## config.mk

```make
export PLATFORM = sky130hd
export DESIGN_NAME = trap_ctrl
export DESIGN_NICKNAME = d
export VERILOG_FILES = /design/src/rtl/trap_ctrl_pkg.sv /design/src/rtl/trap_ctrl_sync_ff.sv /design/src/rtl/trap_ctrl.sv
export SDC_FILE = /design/constraint.sdc
export NUM_CORES = 1
export LEC_CHECK = 0
export CAP_MARGIN = 5
export CORE_MARGIN = 3
export CORE_UTILIZATION = 39
export CTS_BUF_LIST = sky130_fd_sc_hd__clkbuf_8
export DETAILED_ROUTE_END_ITERATION = 8
export PLACE_DENSITY_LB_ADDON = 0.05
export SLEW_MARGIN = 5
export SYNTH_ARGS = -nofsm -noshare
export SYNTH_HDL_FRONTEND = slang
export SYNTH_SLANG_ARGS = --single-unit
```

## constraint.sdc

```tcl
create_clock -name clk -period 2.9 [get_ports clk]
set_clock_uncertainty 0.05 [all_clocks]
set_input_delay 0.29 -clock clk [delete_from_list [all_inputs] [get_ports clk]]
set_output_delay 0.29 -clock clk [all_outputs]
set_load 0.02 [all_outputs]
```

## src/rtl/trap_ctrl_pkg.sv

```systemverilog
`default_nettype none
// ============================================================================
//  Module  : trap_ctrl_pkg
//  Brief   : Shared state encodings and sizing helper for the trap controller
//  Revision: 1.0 - initial release
// ============================================================================
package trap_ctrl_pkg;

   // Trap sequencer states (3-bit encodings shared with the CSR side)
   typedef enum logic [2:0] {
      TRAP_ST_IDLE    = 3'd0,
      TRAP_ST_PENDING = 3'd1,
      TRAP_ST_SAVE    = 3'd2,
      TRAP_ST_JUMP    = 3'd3,
      TRAP_ST_MRET    = 3'd4
   } trap_state_e;

   localparam int XLEN = 32;

   // Width of a counter that must reach value (n-1); never narrower than 1 bit
   function automatic int cnt_width(input int n);
      return (n > 1) ? $clog2(n) : 1;
   endfunction

endpackage : trap_ctrl_pkg
`default_nettype wire

```

## src/rtl/trap_ctrl_sync_ff.sv

```systemverilog
`default_nettype none
// ============================================================================
//  Module  : sync_ff
//  Brief   : Reset-to-0 flop-chain synchronizer for a single async level
//  Revision: 1.0 - initial release
// ============================================================================
module sync_ff #(
   parameter int STAGES = 2
) (
   input  logic clk,
   input  logic rst_n,
   input  logic d_i,
   output logic q_o
);

   logic [STAGES-1:0] sync_q;

   // Shift the async input through STAGES flops; the last one is metastability-safe
   always_ff @(posedge clk or negedge rst_n) begin
      if (!rst_n) begin
         sync_q <= '0;
      end else begin
         sync_q <= {sync_q[STAGES-2:0], d_i};
      end
   end

   assign q_o = sync_q[STAGES-1];

endmodule : sync_ff
`default_nettype wire

```

## src/rtl/trap_ctrl.sv

```systemverilog
`default_nettype none
// ============================================================================
//  Module  : trap_ctrl
//  Brief   : External-interrupt trap entry and MRET sequencer driving the CSR
//            trap interface and the PC redirect
//  Revision: 1.0 - initial release
// ============================================================================
module trap_ctrl
   import trap_ctrl_pkg::*;
#(
   parameter int SYNC_STAGES   = 2,
   parameter int DRAIN_TIMEOUT = 16
) (
   input  logic        clk,
   input  logic        rst_n,
   input  logic        irq_i,
   input  logic        interrupt_enable_i,
   input  logic [31:0] tvec_i,
   input  logic [31:0] epc_i,
   input  logic        instr_retire_i,
   input  logic [31:0] next_pc_i,
   input  logic        mret_i,
   input  logic [31:0] fetch_pc_i,
   output logic        stall_o,
   output logic        flush_o,
   output logic        pc_set_o,
   output logic [31:0] pc_target_o,
   output logic        save_epc_o,
   output logic [31:0] save_pc_o,
   output logic        mret_o,
   output logic        irq_ack_o
);

   localparam int                CNT_W    = cnt_width(DRAIN_TIMEOUT);
   localparam logic [CNT_W-1:0]  CNT_LAST = CNT_W'(DRAIN_TIMEOUT - 1);

   trap_state_e      state_q,   state_d;
   logic [CNT_W-1:0] cnt_q,     cnt_d;
   logic             stall_q,   stall_d;
   logic             flush_q,   flush_d;
   logic             pc_set_q,  pc_set_d;
   logic [31:0]      target_q,  target_d;
   logic             save_q,    save_d;
   logic [31:0]      save_pc_q, save_pc_d;
   logic             mret_q,    mret_d;
   logic             ack_q,     ack_d;
   logic             irq_s;
   logic             take;

   sync_ff #(
      .STAGES (SYNC_STAGES)
   ) u_irq_sync (
      .clk   (clk),
      .rst_n (rst_n),
      .d_i   (irq_i),
      .q_o   (irq_s)
   );

   assign take = irq_s & interrupt_enable_i;

   // Next state plus the output values that belong to that next state, so every
   // output flop asserts in the same cycle its state is entered
   always_comb begin
      state_d   = state_q;
      cnt_d     = cnt_q;
      stall_d   = 1'b0;
      flush_d   = 1'b0;
      pc_set_d  = 1'b0;
      target_d  = '0;
      save_d    = 1'b0;
      save_pc_d = '0;
      mret_d    = 1'b0;
      ack_d     = 1'b0;
      case (state_q)
         TRAP_ST_IDLE: begin
            cnt_d = '0;
            // MRET wins over a newly pending interrupt in the same cycle
            if (mret_i && instr_retire_i) begin
               state_d  = TRAP_ST_MRET;
               flush_d  = 1'b1;
               pc_set_d = 1'b1;
               target_d = epc_i;
               mret_d   = 1'b1;
            end else if (take) begin
               state_d = TRAP_ST_PENDING;
               stall_d = 1'b1;
            end
         end
         TRAP_ST_PENDING: begin
            if (!take) begin
               state_d = TRAP_ST_IDLE;
               cnt_d   = '0;
            end else if (instr_retire_i) begin
               // Boundary reached: resume point is the instruction after the
               // retiring one; an MRET retiring here is deliberately dropped
               state_d   = TRAP_ST_SAVE;
               stall_d   = 1'b1;
               save_d    = 1'b1;
               save_pc_d = next_pc_i;
            end else if (cnt_q == CNT_LAST) begin
               // Pipeline never drained; trap at whatever is being fetched
               state_d   = TRAP_ST_SAVE;
               stall_d   = 1'b1;
               save_d    = 1'b1;
               save_pc_d = fetch_pc_i;
            end else begin
               stall_d = 1'b1;
               if (cnt_q != {CNT_W{1'b1}}) begin
                  cnt_d = cnt_q + 1'b1;
               end
            end
         end
         TRAP_ST_SAVE: begin
            // Committed: irq/MIE are no longer consulted
            state_d  = TRAP_ST_JUMP;
            stall_d  = 1'b1;
            flush_d  = 1'b1;
            pc_set_d = 1'b1;
            target_d = tvec_i;
            ack_d    = 1'b1;
         end
         TRAP_ST_JUMP: state_d = TRAP_ST_IDLE;
         TRAP_ST_MRET: state_d = TRAP_ST_IDLE;
         default:      state_d = TRAP_ST_IDLE;
      endcase
   end

   // State, counter and registered outputs; async reset aborts any sequence
   always_ff @(posedge clk or negedge rst_n) begin
      if (!rst_n) begin
         state_q   <= TRAP_ST_IDLE;
         cnt_q     <= '0;
         stall_q   <= 1'b0;
         flush_q   <= 1'b0;
         pc_set_q  <= 1'b0;
         target_q  <= '0;
         save_q    <= 1'b0;
         save_pc_q <= '0;
         mret_q    <= 1'b0;
         ack_q     <= 1'b0;
      end else begin
         state_q   <= state_d;
         cnt_q     <= cnt_d;
         stall_q   <= stall_d;
         flush_q   <= flush_d;
         pc_set_q  <= pc_set_d;
         target_q  <= target_d;
         save_q    <= save_d;
         save_pc_q <= save_pc_d;
         mret_q    <= mret_d;
         ack_q     <= ack_d;
      end
   end

   assign stall_o     = stall_q;
   assign flush_o     = flush_q;
   assign pc_set_o    = pc_set_q;
   assign pc_target_o = target_q;
   assign save_epc_o  = save_q;
   assign save_pc_o   = save_pc_q;
   assign mret_o      = mret_q;
   assign irq_ack_o   = ack_q;

endmodule : trap_ctrl
`default_nettype wire

```

==> impl_metrics.csv <==
group,metric,value,unit
outcome,status,"completed",
synthesis,synth_top_area_share,65.7,%
route,wl_per_cell,16.2,um
route,wl_met2,4.44,mm
clock_network,cts_num_sinks,78,
route,wl_met1,3.08,mm
min_path,hold_class,"in2async",
synthesis,yosysWarnings,0,
timing,setup_viol,0,
clock_network,cts_tree,"done",
final_layout,nNetsFinal,572,
synthesis,syn_area_per_cell,12.5,um2
final_layout,fill_cells,527,
job,drv_cap,0,
placement,port_buffers,203,
worst_setup_path,start_kind,"flop",
die,fp-row-count,31,
clock_network,cts_resized,0,
die,ios,204,
synthesis,yosysUniqueCellTypes,25,
final_layout,mostFrequentLayoutCell,"clkdlybuf4s50_1",
clock_network,root_buffer,"clkbuf_8",
die,core,0.00733,mm2
grt,grt_pass1_wl,13.4,mm
worst_setup_path,startpoint,"state_q[2]",
clock_network,numCtsBuffers,9,
route,wirelength,8.72,mm
worst_setup_path,crit_chain,"nor2_1 > nand2_1 > buf_4 > nor3_1",
grt,overflow,0,
synthesis,yosysSeqAreaShare,65.7,%
clock_network,hold_buffers,0,
synthesis,yosys-top-cells-area,"dfrtp_1, a22o_1, a22oi_1, nor2_1, buf_2",
timing,finalCriticalPeriod,1890,ps
timing,worst_pin_slew,949,ps
worst_setup_path,worst_r2r_path_depth,4,
route,drc,0,
route,avgViaCountPerCell,5.00,
worst_setup_path,worstReg2RegEnd,"save_epc_o",
power_and_ir_drop,vdd_drop_max,296,uV
worst_setup_path,r2r_start,"state_q[2]",
final_layout,syn_to_final_growth,77.6,%
timing,hold_viol_final,0,
route,vias,2694,
final_layout,diodes,0,
clock_network,clk_pin_slew,70,ps
worst_setup_path,slowest_delay,510,ps
timing,rsz0062_at_grt,"false",
grt,grt_pass1_vias,2761,
clock_network,cts_buffer_depth,2,
synthesis,netlist_instances,237,
worst_setup_path,path_max_fanout,19,
worst_setup_path,cp.arrival,2100,ps
grt,grt_util_all_layers,20.2,%
synthesis,synth_nets,372,
timing,tns,0,ps
route,top_layer_used,"met4",
die,chipHeight,93.3,um
timing,slew_headroom,36.7,%
worst_setup_path,required,3110,ps
worst_setup_path,path_class,"reg2reg",
die,die_w,93.3,um
grt,grt_max_degree,79,
grt,grt_antenna_before_repair,0,
timing,final_max_slew_viol_count,0,
power_and_ir_drop,cellLeakagePower,0.00224,uW
placement,place.gp.congestion,0.791,
synthesis,netlist_area,0.00297,mm2
timing,timing.fmax,0.528,GHz
die,start_util,40.5,%
worst_setup_path,end_kind,"flop",
worst_setup_path,slowest_stage,"dfrtp_1",
placement,dp_hpwl,6.48,mm
final_layout,drive_gt1_share,5.45,%
route,final_antenna_net_count,0,
route,firstDrtPassIters,4,
route,wl_met3,987,um
route,dr.first_iter.drc_count,97,
die,die_area,0.00870,mm2
synthesis,synth_top_cell_by_area,"dfrtp_1",
final_layout,mostFrequentLayoutCells,"clkdlybuf4s50_1, dfrtp_1, nor2_1",
clock_network,cts_max_level,3,
timing,finalCritPeriodShare,65.3,%
clock_network,post_cts_buffers,0,
worst_setup_path,rrSetupSlack,1010,ps
synthesis,synth_seq_cells,78,
clock_network,worstSkewPairLatency,340,ps
power_and_ir_drop,finalPower,2690,uW
power_and_ir_drop,pwr_density_cell,509,mW/mm2
layout make-up:
| type | count | area (um2) | area share, % |
|---|---|---|---|
| Multi-Input combinational cell | 139 | 908 | 17.2 |
| Sequential cell | 78 | 1950 | 37.0 |
| Timing Repair Buffer | 208 | 2070 | 39.2 |
| Inverter | 1 | 3.75 | 0.0711 |
| Clock inverter | 5 | 100 | 1.90 |
| Clock buffer | 9 | 124 | 2.35 |
| Tap cell | 99 | 124 | 2.35 |
through the flow:
step	instances	hold WS, ps	area [um2]	worst slack, ps	util [%]
detailed placement	525	298	5050	979	69.0
CTS	539	70.2	5280	1010	72.0
floorplan	237	-55.6	2970	1420	-
global route	539	116	5280	740	72.0
global placement	525	284	5050	1020	69.0
finish	539	33.9	5280	1010	72.0
sequential cells by signal, indices dropped and copies added, names as in the netlist, 2 cells and up:
register / cells
state_q: 3
save_pc_o: 32
u_irq_sync.sync_q: 2
pc_target_o: 32
cnt_q: 4
where the power goes:
| part | internal, uW | switching [uW] |
|---|---|---|
| Clock | 559 | 367 |
| Sequential | 1150 | 34.0 |
| Combinational | 323 | 252 |
routing by layer:
metal,global-route usage [%],up-vias
li1,-,1264
met1,20.8,1271
met2,35.7,144
met3,8.45,15
met4,8.55,0
met5,0,-
synthesized netlist by cell type:
master	count
nor4_4	1
buf_2	15
buf_6	3
nor3_1	4
nor3_2	1
ha_1	1
o21ai_0	4
nor2_2	1
a21oi_1	4
nand2_1	6
buf_4	1
nand4_1	2
a31oi_1	3
inv_1	1
dfrtp_1	78
or3_1	1
nand3_1	1
a32o_1	1
nor4_1	1
a22o_1	32
nor2_1	37
and3_1	1
a2bb2oi_1	2
nand2b_1	4
a22oi_1	32
worst max path at each step:
| stage | cells after the start | endpoint | slack, ps |
|---|---|---|---|
| after floorplan | 4 | cnt_q[0] | 1420 |
| after detailed placement | 6 | save_pc_o[7] | 980 |
| after global routing | 4 | save_epc_o | 740 |
| final | 4 | save_epc_o | 1010 |
| after global placement | 6 | save_pc_o[15] | 1020 |
| after CTS | 4 | save_epc_o | 1010 |
logic make-up after synthesis:
group / Yosys count / share of synthesized area (%)
DFF: 78 / 65.7
buffers and inverters: 20 / 4.04
adders and majority gates: 1 / 0.421
AOI/OAI and AO/OA: 78 / 20.4
and+or+nand+nor: 60 / 9.43
worst max-delay path: cells and delay by family, from the launching register on:
kind                   cells  cell delay, ps
buffers and inverters      1             340
DFF                        1             510
and+or+nand+nor            3             910
Power figures use the tool's default switching activity.
